<file path="src/rtl/piso_shift_ctrl.sv">
// Sequencer for a parallel-in/serial-out register: accepts words over valid/ready,
// then issues one load strobe, WIDTH-1 shift strobes and a done pulse, with optional gap.
module piso_shift_ctrl #(
  parameter int unsigned WIDTH        = 4,
  parameter int unsigned CLKS_PER_BIT = 4,
  parameter int unsigned GAP_BITS     = 1
) (
  input  logic             clk,
  input  logic             reset,
  input  logic             in_valid,
  input  logic [WIDTH-1:0] in_data,
  output logic             in_ready,
  input  logic             abort,
  output logic [WIDTH-1:0] piso_d,
  output logic             piso_load,
  output logic             piso_shift,
  output logic             busy,
  output logic             done
);

  localparam int unsigned CLK_LAST   = CLKS_PER_BIT - 1;
  localparam int unsigned CW         = (CLKS_PER_BIT > 1) ? $clog2(CLKS_PER_BIT) : 1;
  localparam int unsigned BIT_LAST   = WIDTH - 1;
  localparam int unsigned BW         = (WIDTH > 1) ? $clog2(WIDTH) : 1;
  localparam int unsigned GAP_CYCLES = GAP_BITS * CLKS_PER_BIT;
  localparam int unsigned GAP_LAST   = (GAP_CYCLES > 0) ? GAP_CYCLES - 1 : 0;
  localparam int unsigned GW         = (GAP_CYCLES > 1) ? $clog2(GAP_CYCLES) : 1;

  if (WIDTH < 2) begin : g_bad_width
    $error("piso_shift_ctrl: WIDTH must be >= 2");
  end
  if (CLKS_PER_BIT < 1) begin : g_bad_cpb
    $error("piso_shift_ctrl: CLKS_PER_BIT must be >= 1");
  end

  typedef enum logic [1:0] {
    IDLE  = 2'd0,
    LOAD  = 2'd1,
    SHIFT = 2'd2,
    GAP   = 2'd3
  } state_t;

  state_t          state, state_nxt;
  logic [CW-1:0]   clk_cnt, clk_cnt_nxt;
  logic [BW-1:0]   bit_cnt, bit_cnt_nxt;
  logic [GW-1:0]   gap_cnt, gap_cnt_nxt;
  logic [WIDTH-1:0] piso_d_nxt;

  logic accept;
  logic bit_end;
  logic last_bit;
  logic gap_end;

  logic in_ready_nxt;
  logic busy_nxt;
  logic load_nxt;
  logic shift_nxt;
  logic done_nxt;

  assign accept   = in_valid & in_ready & ~abort;
  assign bit_end  = (clk_cnt == CW'(CLK_LAST));
  assign last_bit = (bit_cnt == BW'(BIT_LAST));
  assign gap_end  = (gap_cnt == GW'(GAP_LAST));

  // State, counters and registered outputs
  always_ff @(posedge clk) begin
    if (!reset) begin
      state      <= IDLE;
      clk_cnt    <= '0;
      bit_cnt    <= '0;
      gap_cnt    <= '0;
      piso_d     <= '0;
      in_ready   <= 1'b0;
      busy       <= 1'b0;
      piso_load  <= 1'b0;
      piso_shift <= 1'b0;
      done       <= 1'b0;
    end else begin
      state      <= state_nxt;
      clk_cnt    <= clk_cnt_nxt;
      bit_cnt    <= bit_cnt_nxt;
      gap_cnt    <= gap_cnt_nxt;
      piso_d     <= piso_d_nxt;
      in_ready   <= in_ready_nxt;
      busy       <= busy_nxt;
      piso_load  <= load_nxt;
      piso_shift <= shift_nxt;
      done       <= done_nxt;
    end
  end

  // Next-state and counter sequencing
  always_comb begin
    state_nxt   = state;
    clk_cnt_nxt = clk_cnt;
    bit_cnt_nxt = bit_cnt;
    gap_cnt_nxt = gap_cnt;
    piso_d_nxt  = piso_d;
    unique case (state)
      IDLE: begin
        if (accept) begin
          piso_d_nxt = in_data;
          state_nxt  = LOAD;
        end
      end
      LOAD: begin
        clk_cnt_nxt = '0;
        bit_cnt_nxt = '0;
        state_nxt   = abort ? IDLE : SHIFT;
      end
      SHIFT: begin
        if (abort) begin
          state_nxt = IDLE;
        end else if (bit_end) begin
          clk_cnt_nxt = '0;
          if (last_bit) begin
            gap_cnt_nxt = '0;
            state_nxt   = (GAP_CYCLES > 0) ? GAP : IDLE;
          end else begin
            bit_cnt_nxt = bit_cnt + BW'(1);
          end
        end else begin
          clk_cnt_nxt = clk_cnt + CW'(1);
        end
      end
      GAP: begin
        if (abort || gap_end) begin
          state_nxt = IDLE;
        end else begin
          gap_cnt_nxt = gap_cnt + GW'(1);
        end
      end
      default: state_nxt = IDLE;
    endcase
  end

  // Output decode of the upcoming state so the registered strobes line up with it
  always_comb begin
    in_ready_nxt = 1'b0;
    busy_nxt     = 1'b0;
    load_nxt     = 1'b0;
    shift_nxt    = 1'b0;
    done_nxt     = 1'b0;
    unique case (state_nxt)
      IDLE: in_ready_nxt = 1'b1;
      LOAD: begin
        busy_nxt = 1'b1;
        load_nxt = 1'b1;
      end
      SHIFT: begin
        busy_nxt = 1'b1;
        if (clk_cnt_nxt == CW'(CLK_LAST)) begin
          if (bit_cnt_nxt == BW'(BIT_LAST)) begin
            done_nxt = 1'b1;
          end else begin
            shift_nxt = 1'b1;
          end
        end
      end
      GAP:     busy_nxt = 1'b1;
      default: in_ready_nxt = 1'b0;
    endcase
  end

endmodule
</file>
<file path="config.mk">
export PLATFORM = sky130hd
export DESIGN_NAME = piso_shift_ctrl
export DESIGN_NICKNAME = d
export VERILOG_FILES = /design/src/rtl/piso_shift_ctrl.sv
export SDC_FILE = /design/constraint.sdc
export NUM_CORES = 1
export LEC_CHECK = 0
export ABC_AREA = 1
export CORE_AREA = 4 4 51 53
export DETAILED_ROUTE_END_ITERATION = 12
export DIE_AREA = 0 0 55 57
export PLACE_DENSITY = 0.68
export SLEW_MARGIN = 20
export SYNTH_ARGS = -nofsm -noshare
export SYNTH_HDL_FRONTEND = slang
export SYNTH_SLANG_ARGS = --single-unit
export TNS_END_PERCENT = 50
</file>
<file path="constraint.sdc">
create_clock -name clk -period 1.7 [get_ports clk]
set_input_delay 0.17 -clock clk [delete_from_list [all_inputs] [get_ports clk]]
set_output_delay 0.17 -clock clk [all_outputs]
set_load 0.01 [all_outputs]
</file>
Yosys cells after proc, flatten, opt, wreduce, memory -nomap -nowiden:

Cells that the tools add are included.

* add/subtract/negate cells: 3
* eq/ne operators: 15
* multiplexer cells: 24
* bitwise logic cells: 3
* reductions and logical operators: 8

Operators with widths (number)
* $mux W2: 15
* $eq A2 B2 Y1 const B: 9
* $pmux W2 S2: 3
* $ne A2 B2 Y1 const B: 4
* $pmux W2 S4: 1
* $add A2 B1 Y2 const B: 3
* $mux W1: 5
* $reduce_and A5 Y1: 1
* $eq A2 B1 Y1 const B: 2
* $logic_not A2 Y1: 2
* $reduce_and A3 Y1: 1
* $reduce_or A3 Y1: 1
* $and A1 B1 Y1: 2
* $reduce_and A2 Y1: 1
* $reduce_bool A2 Y1: 1
* $logic_or A1 B1 Y1: 1
* $not A1 Y1: 1

* register bits after elaboration: 17
* bits of input ports: 8
* output and inout bits: 9
* word-level logic and storage cells: 63

Depth between registers and ports, before layout:

* depth after elaboration: 8
* depth in mapped cells: 10
* gate-level depth less buffers: 10

Worst setup path before layout:

Ideal clock, no wire load.

* kind: register -> register
* start: register state[1]
* end: register done
* setup time: 64 ps
* data arrival time: 1377 ps
* required time: 1636 ps
* setup slack: 259 ps
* stages on the path, launching flop included: 11
* path buffers: 0
* clock period less this slack: 1441 ps
* cells stage by stage: dfxtp_1 inv_1 ha_1 inv_1 nor2_1 nand2_1 nand2_1 o21ai_0 nor2_1 inv_1 nor2_1

* longest elaborated chain between the ends: 6
* elaborated cells on any way between the ends: 17
* those cells by class: eq/ne: 6; mux: 9; reduce/logical: 2

RTL lines
* start: declaration: line 43 `state_t state, state_nxt;`
* start signal: assignment: line 79 `state <= state_nxt;`
* $mux W2: line 116 `if (last_bit) begin`
* $mux W2: line 114 `end else if (bit_end) begin`
* $mux W2: line 112 `if (abort) begin`
* $pmux W2 S4: line 99 `unique case (state)`
* $eq A2 B2 Y1: line 144 `unique case (state_nxt)`
* $reduce_and A3 Y1 (no line)
* end signal: assignment: line 88 `done <= done_nxt;`
* end: declaration: line 18 `output logic done`

Several ways; a longest one is shown, not always the timed one.
A chain may end at the register's enable or synchronous reset.

Final worst setup path:

* start: register state[0]
* end: register piso_shift

* longest elaborated chain between the ends: 6
* elaborated cells on any way between the ends: 17
* those cells by class: eq/ne: 6; mux: 9; reduce/logical: 2

RTL lines
* $mux W2: line 116
* $mux W2: line 114
* $mux W2: line 112
* $pmux W2 S4: line 99
* $eq A2 B2 Y1: line 144
* $reduce_and A3 Y1 (no line)
* end signal: assignment: line 87 `piso_shift <= shift_nxt;`
* end: declaration: line 16 `output logic piso_shift,`

Several ways; a longest one is shown, not always the timed one.

==> results.py <==
metrics = {
    "timing": {
        "hold_viol": 0,
        "worstMarginPinSlew_ps": 463.4,
        "relSlewSlack_pct": 69.01,
        "clock_skew_ps": 8.081,
        "fmax_ghz": 0.6460,
        "worst_slack_ps": 152.0,
        "finalCriticalPeriod_ps": 1548,
        "setup_violations": 0,
        "fin_crit_sh_pct": 91.06,
        "hold-worst-slack_ps": 449.3,
        "slew_viol_final": 0,
    },
    "place": {
        "globalplace.congestion": 0.7948,
        "postPlaceCellArea_um2": 1017,
        "port_buffers": 16,
        "place_ws_ps": 66.68,
        "hpwl_um": 1368,
    },
    "die": {
        "start_util_pct": 38.09,
        "dieArea_um2": 3135,
        "die_w_um": 55,
        "pin_count": 17,
        "core_um2": 2148,
        "die_h_um": 57,
        "row_count": 17,
    },
    "global_route": {
        "grt_pass1_wl_um": 3098,
        "grt_pass1_vias": 743,
        "antenna_found_initial": 0,
        "grt_max_degree": 14,
        "gr-total-overflow": 0,
        "grt_usage_pct": 13.12,
    },
    "finish": {
        "drive_above_1_share_pct": 8.759,
        "finalNetCount": 153,
        "fin_util_pct": 50.09,
        "design_area_um2": 1076,
        "fillers": 224,
        "diodes": 0,
        "syn2layout_area_growth_pct": 31.50,
    },
    "power_and_ir_drop": {
        "vdd_ir_drop_max_mv": 0.4475,
        "power_mw": 0.7203,
        "p_leak_nw": 0.4888,
        "power_per_cell_area_nw_per_um2": 669.4,
    },
    "synthesis": {
        "syn-cell-area_um2": 818.3,
        "ys_ff_latch": 17,
        "synth_top_cell_by_area": "dfxtp_1",
        "syn-num-nets": 131,
        "yosysTopAreaCellShare_pct": 41.59,
        "synth_common_cells": "nand2_1 (30), inv_1 (19), dfxtp_1 (17)",
        "synth_cell_type_count": 11,
        "synth_most_common_cell": "nand2_1",
        "avgSynthCellArea_um2": 7.054,
        "synthTopCellsByArea": "dfxtp_1 (42%), nand2_1 (14%), ha_1 (11%)",
        "yosysSeqAreaShare_pct": 41.59,
        "yosysWarnings": 0,
        "synth-main-ff-cell": "dfxtp_1",
        "synth_edf_count": 0,
        "synth-async-reset-ratio_pct": 0,
        "postSynthCellCount": 116,
    },
    "routing": {
        "ant_nets": 0,
        "wl_per_cell_um": 10.90,
        "route.detailed.drc": 0,
        "drt-initial-drc-count": 14,
        "dr.pass1.iters": 4,
        "viasPerCell": 4.618,
        "drt-total-wl_um": 1799,
        "vias": 762,
    },
    "outcome": {
        "status": "finished clean",
    },
    "worst_setup_path": {
        "cp_slowest_cell": "dfxtp_2",
        "critPathTopFamily": "simple AND/OR/NAND/NOR gates",
        "crit_cells": 10,
        "cp_max_fo": 4,
        "setup.worst_path.class": "reg -> reg",
        "rrSetupSlack_ps": 150,
        "critPathBufInv": 2,
        "startpoint_type": "flip-flop",
        "worstPathCellList": "inv_1, ha_4, inv_1, nor2_2, nand3_2, nand2_1, nand3_1, nor2_1, nand2_1, nor2_1",
        "arrival_ps": 1770,
        "end_kind": "flip-flop",
        "required_ps": 1930,
        "r2r_cells": 10,
        "critical-path-max-stage-delay_ps": 350,
    },
    "cts": {
        "cts_hold_buf": 0,
        "numCtsBuffers": 3,
        "ctsHtreeMaxLevel": 1,
        "path_clk_slew_ps": 100,
        "insertion_delay_ps": 290,
        "cts_tree": "built",
        "cts_sinks": 17,
        "clk_path_buf_depth": 2,
        "cts_root_buf": "clkbuf_4",
    },
    "min_path": {
        "hold_path_class": "reg -> reg",
        "hold_depth": 2,
    },
    "run": {
        "cap_violations": 0,
    },
}
==> worst min-delay path: stages (launching register included) <==
cell and delay, ps:
dfxtp_1 320, inv_1 40, a21oi_1 50
==> cells in the final DEF (no fill, tap or decap) <==
master / n
clkinv_2: 1
nand3_2: 1
ha_4: 1
nand3_1: 9
ha_2: 1
clkbuf_4: 3
buf_4: 2
ha_1: 5
nand4_1: 4
a21oi_1: 7
dfxtp_1: 16
inv_1: 19
clkdlybuf4s50_1: 16
nor2_2: 1
o21ai_0: 7
nand2_1: 30
nor2_1: 12
a21oi_2: 1
dfxtp_2: 1
==> flip-flops by register name (all words and copies together) (netlist names), 2 cells and up <==
name     count
clk_cnt      2
bit_cnt      2
gap_cnt      2
state        2
piso_d       4
==> through the flow <==
| step | instances | setup TNS, ps |
|---|---|---|
| 2_1_floorplan | 116 | 0 |
| 3_3_place_gp | 160 | 0 |
| 5_1_grt | 165 | -11.95 |
| 3_5_place_dp | 160 | 0 |
| 6_report | 165 | 0 |
| 4_1_cts | 164 | 0 |
==> metal layers <==
layer | vias up | track usage [%] | part of all wire (%)
met5 | - | 0 | 0
met4 | 0 | 7.292 | 1.5
met3 | 2 | 1.828 | 2.1
met2 | 9 | 20.44 | 52
met1 | 344 | 16.96 | 44
li1 | 407 | - | -
==> path summary, 6_finish.rpt <==
check,end,startpoint
min reg2reg,piso_d[0],piso_d[0]
min,piso_d[0],piso_d[0]
max reg2reg,piso_shift,state[0]
max,piso_shift,state[0]
==> where the power goes <==
group	total (mW)	internal [mW]	switching, mW
clock network	0.212	0.0875	0.124
registers	0.417	0.410	0.00640
logic	0.0920	0.0478	0.0442
total	0.720	0.545	0.175
==> final cells by class <==
type / instances / area (µm²) / area share [%]
inverter: 19 / 71.32 / 6.628
tap: 28 / 35.03 / 3.256
clock inverter: 1 / 5.005 / 0.4651
clock buffer: 3 / 22.52 / 2.093
multi-input combinational: 79 / 425.4 / 39.53
sequential: 17 / 341.6 / 31.74
timing repair buffer: 18 / 175.2 / 16.28
==> cell families (layout without fill, tap and decap cells) <==
| kind of cell | Yosys count | count (layout) | share of synthesized area, % |
|---|---|---|---|
| flip-flops | 17 | 17 | 41.59 |
| AO/OA/AOI/OAI | 15 | 15 | 9.632 |
| adder cells (fa/ha/maj) | 7 | 7 | 10.70 |
| buffers and inverters | 20 | 41 | 9.174 |
| AND/OR/NAND/NOR | 57 | 57 | 28.90 |
==> repair_timing <==
action                                  4_1_cts  5_1_grt
endpoints found under the setup margin        0        2
gates resized for setup                       0        5
hold endpoints to repair                      0        0
setup buffers                                 0        1
Power figures use the tool's default switching activity.
